--- src/rtl/program_loader.sv ---
// program_loader: loads a checksummed byte-stream program image into instruction memory, holding the CPU in clear until it verifies
module program_loader #(
  parameter int MAX_WORDS = 256,
  parameter int COUNT_WIDTH = 9
) (
  input  logic                   clock,
  input  logic                   clear,
  input  logic                   in_valid,
  input  logic [7:0]             in_data,
  output logic                   in_ready,
  input  logic                   reload,
  output logic                   imem_write,
  output logic [31:0]            imem_address,
  output logic [31:0]            imem_data,
  output logic                   cpu_clear,
  output logic                   load_done,
  output logic                   load_error,
  output logic [COUNT_WIDTH-1:0] words_loaded
);
  typedef enum logic [2:0] {LEN0, LEN1, DATA, CSUM, RUN, ERROR} state_t;
  state_t state, state_nx;
  logic [15:0] count;
  logic [1:0] byte_idx;
  logic [23:0] word_buf;
  logic [7:0] csum;
  logic take, word_end, last_word, restart;
  logic [15:0] hdr;
  assign in_ready = state != RUN && state != ERROR;
  assign take = in_valid && in_ready;
  assign hdr = {in_data, count[7:0]};
  assign word_end = take && state == DATA && byte_idx == 2'd3;
  assign last_word = 16'(words_loaded) + 16'd1 == count;
  assign restart = reload && !in_ready;
  always_comb begin
    state_nx = state;
    case (state)
      LEN0:    state_nx = take ? LEN1 : LEN0;
      LEN1:    state_nx = !take ? LEN1 : hdr > 16'(MAX_WORDS) ? ERROR : hdr == 16'd0 ? CSUM : DATA;
      DATA:    state_nx = word_end && last_word ? CSUM : DATA;
      CSUM:    state_nx = !take ? CSUM : in_data == csum ? RUN : ERROR;
      default: state_nx = restart ? LEN0 : state;
    endcase
  end
  always_ff @(posedge clock or posedge clear)
    if (clear) state <= LEN0;
    else state <= state_nx;
  always_ff @(posedge clock or posedge clear)
    if (clear) begin
      imem_write   <= 1'b0;
      imem_address <= '0;
      imem_data    <= '0;
      cpu_clear    <= 1'b1;
      load_done    <= 1'b0;
      load_error   <= 1'b0;
      words_loaded <= '0;
      count        <= '0;
      byte_idx     <= '0;
      word_buf     <= '0;
      csum         <= '0;
    end else begin
      imem_write <= word_end;
      cpu_clear  <= state_nx != RUN;
      load_done  <= state_nx == RUN;
      load_error <= state_nx == ERROR;
      if (take && state == LEN0) count[7:0] <= in_data;
      if (take && state == LEN1) count[15:8] <= in_data;
      if (take && state == DATA) begin
        byte_idx <= byte_idx + 2'd1;
        csum     <= csum ^ in_data;
        word_buf <= {in_data, word_buf[23:8]};
      end
      if (word_end) begin
        imem_data    <= {in_data, word_buf};
        imem_address <= {{(30 - COUNT_WIDTH){1'b0}}, words_loaded, 2'b00};
        words_loaded <= words_loaded + COUNT_WIDTH'(1);
      end
      if (restart) begin
        words_loaded <= '0;
        count        <= '0;
        byte_idx     <= '0;
        csum         <= '0;
      end
    end
endmodule

--- config.mk ---
export PLATFORM = sky130hd
export DESIGN_NAME = program_loader
export DESIGN_NICKNAME = d
export VERILOG_FILES = /design/src/rtl/program_loader.sv
export SDC_FILE = /design/constraint.sdc
export NUM_CORES = 1
export LEC_CHECK = 0
export BUFFER_PORTS_ARGS = -buffer_cell sky130_fd_sc_hd__buf_2
export CORE_UTILIZATION = 56
export DETAILED_ROUTE_END_ITERATION = 16
export PLACE_DENSITY = 0.8
export SYNTH_ARGS = -nofsm -noshare
export SYNTH_HDL_FRONTEND = slang
export SYNTH_SLANG_ARGS = --single-unit
--- constraint.sdc ---
create_clock -name clock -period 3.9 [get_ports clock]
set_input_delay 0.195 -clock clock [delete_from_list [all_inputs] [get_ports clock]]
set_output_delay 0.195 -clock clock [all_outputs]
set_load 0.005 [all_outputs]
# Word level (Yosys, flattened, before mapping)
# Index checks and enable logic that the tools add are counted.
[word_totals] regBits=107 elab_cells=62
[op_classes] addsub=3 order_cmp=1 eq_ne=11 muxes=18 bitwise=1 n_reduce_logical=15
[op_table] cell="two-way mux 8 bit" n=4
[op_table] cell="two-way mux 9 bit" n=2
[op_table] cell="equality test 10 x 16 -> 1 bit" n=1
[op_table] cell="greater-than comparator 16 x 9 -> 1 bit (second input constant)" n=1
[op_table] cell="zero test 16 bit" n=1
[op_table] cell="two-way mux 16 bit" n=1
[op_table] cell="two-way mux 3 bit" n=4
[op_table] cell="case mux 3 bit (4 select lines)" n=1
[op_table] cell="adder 9 x 1 -> 10 bit (second input constant)" n=1
[op_table] cell="adder 9 x 1 -> 9 bit (second input constant)" n=1
[op_table] cell="!= test 3 bit (second input constant)" n=3
[op_table] cell="equality test 8 bit" n=1
[op_table] cell="logical AND 1 bit" n=8
[op_table] cell="nonzero test 2 bit" n=4
[op_table] cell="XOR 8 bit" n=1
[op_table] cell="equality test 3 x 2 -> 1 bit (second input constant)" n=2
[op_table] cell="equality test 3 bit (second input constant)" n=2
[op_table] cell="two-way mux 1 bit" n=4
[op_table] cell="two-way mux 2 bit" n=2
[op_table] cell="equality test 3 x 1 -> 1 bit (second input constant)" n=1
[op_table] cell="zero test 3 bit" n=1
[op_table] cell="adder 2 x 1 -> 2 bit (second input constant)" n=1
[op_table] cell="equality test 2 bit (second input constant)" n=1
[op_table] cell="zero test 1 bit" n=1

# Longest topological paths before layout
[depth] word_depth=9 depth_mapped=9

# Worst setup path before layout
# No wires, ideal clock.
[synth_timing] kind="flip-flop to flip-flop" from="reg words_loaded[1]" to="reg load_error" setup_ns=0.077 t_arrival_ns=2.165 setup_slack_ns=1.657 stages_incl_launch_ff=9 period_less_slack_ns=2.243 cell_sequence="dfrtp_1 ha_1 buf_6 o21ba_1 a221o_1 a221oi_2 nand4_1 or4_1 a21oi_1"
[synth_between] elab_chain_cells=6
[synth_rtl] element="start: declaration" line="18" text="output logic [COUNT_WIDTH-1:0] words_loaded"
[synth_rtl] element="start signal: assignment" line="75" text="words_loaded <= words_loaded + COUNT_WIDTH'(1);"
[synth_rtl] element="adder 9 x 1 -> 10 bit" line="32" text="assign last_word = 16'(words_loaded) + 16'd1 == count;"
[synth_rtl] element="equality test 10 x 16 -> 1 bit" line="32"
[synth_rtl] element="logical AND 1 bit" line="39" text="DATA: state_nx = word_end && last_word ? CSUM : DATA;"
[synth_rtl] element="two-way mux 1 bit" line="39"
[synth_rtl] element="case mux 3 bit (4 select lines)" line="36" text="case (state)"
[synth_rtl] element="equality test 3 bit" line="64" text="load_error <= state_nx == ERROR;"
[synth_rtl] element="end signal: assignment" line="54" text="load_error <= 1'b0;"
[synth_rtl] element="end signal: assignment" line="64"
[synth_rtl] element="end: declaration" line="17" text="output logic load_error,"
# Every way passes these cells.
# A chain may end at the register's enable or synchronous reset.

# Final worst setup path
[layout_timing] from="reg state[0]" to="reg load_error"
[layout_between] elab_chain_cells=9
[layout_rtl] element="start: declaration" line="21" text="state_t state, state_nx;"
[layout_rtl] element="start signal: assignment" line="46" text="else state <= state_nx;"
[layout_rtl] element="!= test 3 bit" line="28" text="assign in_ready = state != RUN && state != ERROR;"
[layout_rtl] element="logical AND 1 bit" line="28"
[layout_rtl] element="logical AND 1 bit" line="29" text="assign take = in_valid && in_ready;"
[layout_rtl] element="logical AND 1 bit (2 in series)" line="31" text="assign word_end = take && state == DATA && byte_idx == 2'd3;"
[layout_rtl] element="logical AND 1 bit" line="39"
[layout_rtl] element="two-way mux 1 bit" line="39"
[layout_rtl] element="case mux 3 bit (4 select lines) (*)" line="36"
[layout_rtl] element="equality test 3 bit (*)" line="64"
# Mark *: on every way between the ends. The rest lies on a longest branch, timed or not.

==> results.cfg <==
[die]
die_h_um = 96.8
start_util_pct = 57.8
core_area_um2 = 8720
io_pins = 90
die_area_um2 = 9380
die_w_um = 96.8
rows = 34

[global_routing]
grt_pass1_wl_mm = 18.3
antenna_found_initial = 0
first_global_vias = 3826
grt_max_degree = 89
overflow = 0
grt_usage_pct = 24.2

[cells_and_area]
final_common_cell = nand2_1
area_growth_pct = 9.04
final_area_um2 = 5490
nets = 650
drive_gt1_share_pct = 14.8
regArea_um2 = 2680
multi_input_area_um2 = 2080
num_antenna_cells = 0
fillers = 763
layout.cells.most_common_list = nand2_1, dfrtp_1, buf_2, o21ai_0, a21oi_1

[clocking]
cts_made_buffers = 9
clk_path_buf_depth = 2
post_cts_resize_count = 0
hold_buffers = 0
cts_tree = built
postCtsSetupRepairBufs = 0
clkLatencyLatePin_ns = 0.37
cts-root-buf = clkbuf_8
clk_pin_slew_worst_paths_ns = 0.11
htree_levels = 3
clock-sinks = 107

[synth]
netlist_instances = 590
synth_edf_count = 0
syn-cell-area_um2 = 5040
synthFlopType = dfrtp_1
post-synth-top-area-cell = dfrtp_1
ys_ff_latch = 107
postSynthAreaPerCell_um2 = 8.54
synth_top_area_share_pct = 52.7
synthTopCellsByArea = dfrtp_1, nand2_1, buf_4
synth_cell_types = 52
ys_async_sr_fraction_pct = 100
yosys_warnings = 0
ys_seq_area_share_pct = 53.2

[drt]
drt_iter0_drc = 274
dr.pass1.iters = 7
wl_per_cell_um = 14.4
viasPerCell = 5.50
vias = 4121
postRouteAntennaNets = 0
drcViolationCount = 0
drt_wl_total_mm = 10.8

[sta]
skew_ns = 0.0159
period_share_pct = 69.5
slew_viol_final = 0
rsz0062_at_grt = no
setup_violations = 0
final-hold-violation-count = 0
period_needed_ns = 2.71
slew_headroom_pct = 30.4
finalSetupTns_ns = 0
worstMarginPinSlew_ns = 1.04
max_freq_mhz = 369

[power_and_ir_drop]
p_per_area_nw_per_um2 = 503
ir_drop_mv = 0.353
p_leak_nw = 3.01

[outcome]
status = completed

[critical_path]
max_stage_delay_ns = 0.51
worstSetupEndpointType = register
critical_path_class = reg2reg
worst-path-max-fanout = 56
crit_required_ns = 4.19
r2r_cells = 8
crit_chain = and4bb_1 > buf_4 > nand2_2 > buf_4 > nor4_1 > nand4_1 > or4_1 > a21oi_1
worst_ep_arrival_time_ns = 3.01
cp_common_cell = buf_4
critPathLaunchType = register
slowest_stage = dfrtp_1

[place]
dpl.hpwl_mm = 7.43
gp_congestion = 0.839
placed_cell_area_um2 = 5290
io_buffers = 66

[flow_run]
cap_violations = 0

[hold_path]
min_path_type = in2async
==> critical path: cells and delay by family (launching register included) <==
family	cells	cell delay, ns
flip-flops	1	0.51
AND/OR/NAND/NOR	5	1.34
buffers and inverters	2	0.59
AO/OA/AOI/OAI	1	0.17
==> path summary, 6_finish.rpt <==
path / from / to / slack [ns]
setup reg to reg: state[0]$_DFF_PP0_ / load_error$_DFF_PP0_ / 1.19
min in group clock: in_data[2] / imem_data[26]$_DFFE_PP0P_ / 0.12
setup / recovery: state[0]$_DFF_PP0_ / load_error$_DFF_PP0_ / 1.19
hold / removal: clear / imem_data[30]$_DFFE_PP0P_ / 0.07
max in group asynchronous: clear / cpu_clear$_DFF_PP1_ / 2.90
hold reg to reg: imem_data[4]$_DFFE_PP0P_ / imem_data[4]$_DFFE_PP0P_ / 0.48
==> per-layer routing <==
| layer | GRT usage (%) | share of wire, % | vias up |
|---|---|---|---|
| met5 | 0 | 0 | - |
| met4 | 8.27 | 1.7 | 0 |
| met3 | 3.61 | 5.6 | 20 |
| met2 | 37.5 | 48 | 166 |
| met1 | 35.2 | 45 | 1970 |
| li1 | - | - | 1965 |
==> power by group <==
part / leakage, nW / total (mW) / switching (mW) / internal [mW]
logic: 1.44 / 0.599 / 0.353 / 0.247
registers: 1.47 / 1.49 / 0.187 / 1.30
clock network: 0.101 / 0.677 / 0.407 / 0.270
==> per-stage QoR <==
step	std cells	hold slack [ns]	util (%)	setup slack (ns)	total power [mW]
floorplan	612	0.300	-	0.889	1.92
global placement	733	0.455	60.7	1.34	2.07
detailed placement	733	0.458	60.7	1.22	2.09
CTS	749	0.105	63.0	1.18	2.77
global route	749	0.116	63.0	0.937	2.93
finish	749	0.0723	63.0	1.19	2.76
==> synth_stat cells, types with 5 or more instances <==
library cell and count:
inv_1 7, dfrtp_1 106, nand2_1 250, o21ai_0 34, a21oi_1 24, and3_1 5
buf_2 5, buf_4 25, nor2_1 20, xnor2_1 6, xor2_1 12, clkbuf_1 22
nand4_1 6
==> logic make-up after synthesis <==
family                     Yosys count  synth area share [%]
and+or+nand+nor                    318                  26.6
DFF                                107                  53.2
AOI/OAI and AO/OA                   79                  9.39
buffers and inverters               65                  7.15
xor gates and xnor gates            18                  3.13
adders and majority gates            2                 0.497
other                                1                0.0744
==> layout make-up <==
class | count | share of cell area, %
sequential | 107 | 48.8
multi-input combinational | 440 | 37.9
timing repair buffer | 71 | 6.70
clock buffer | 10 | 2.51
tap | 108 | 2.46
clock inverter | 6 | 1.12
inverter | 7 | 0.524
==> sequential cells by signal, summed over array words and instances, names as in the netlist, 2 cells and up <==
signal	cells
state	3
imem_data	32
count	16
words_loaded	9
imem_address	9
word_buf	24
byte_idx	2
csum	8
Note: power is estimated with default switching activity, not from simulation.
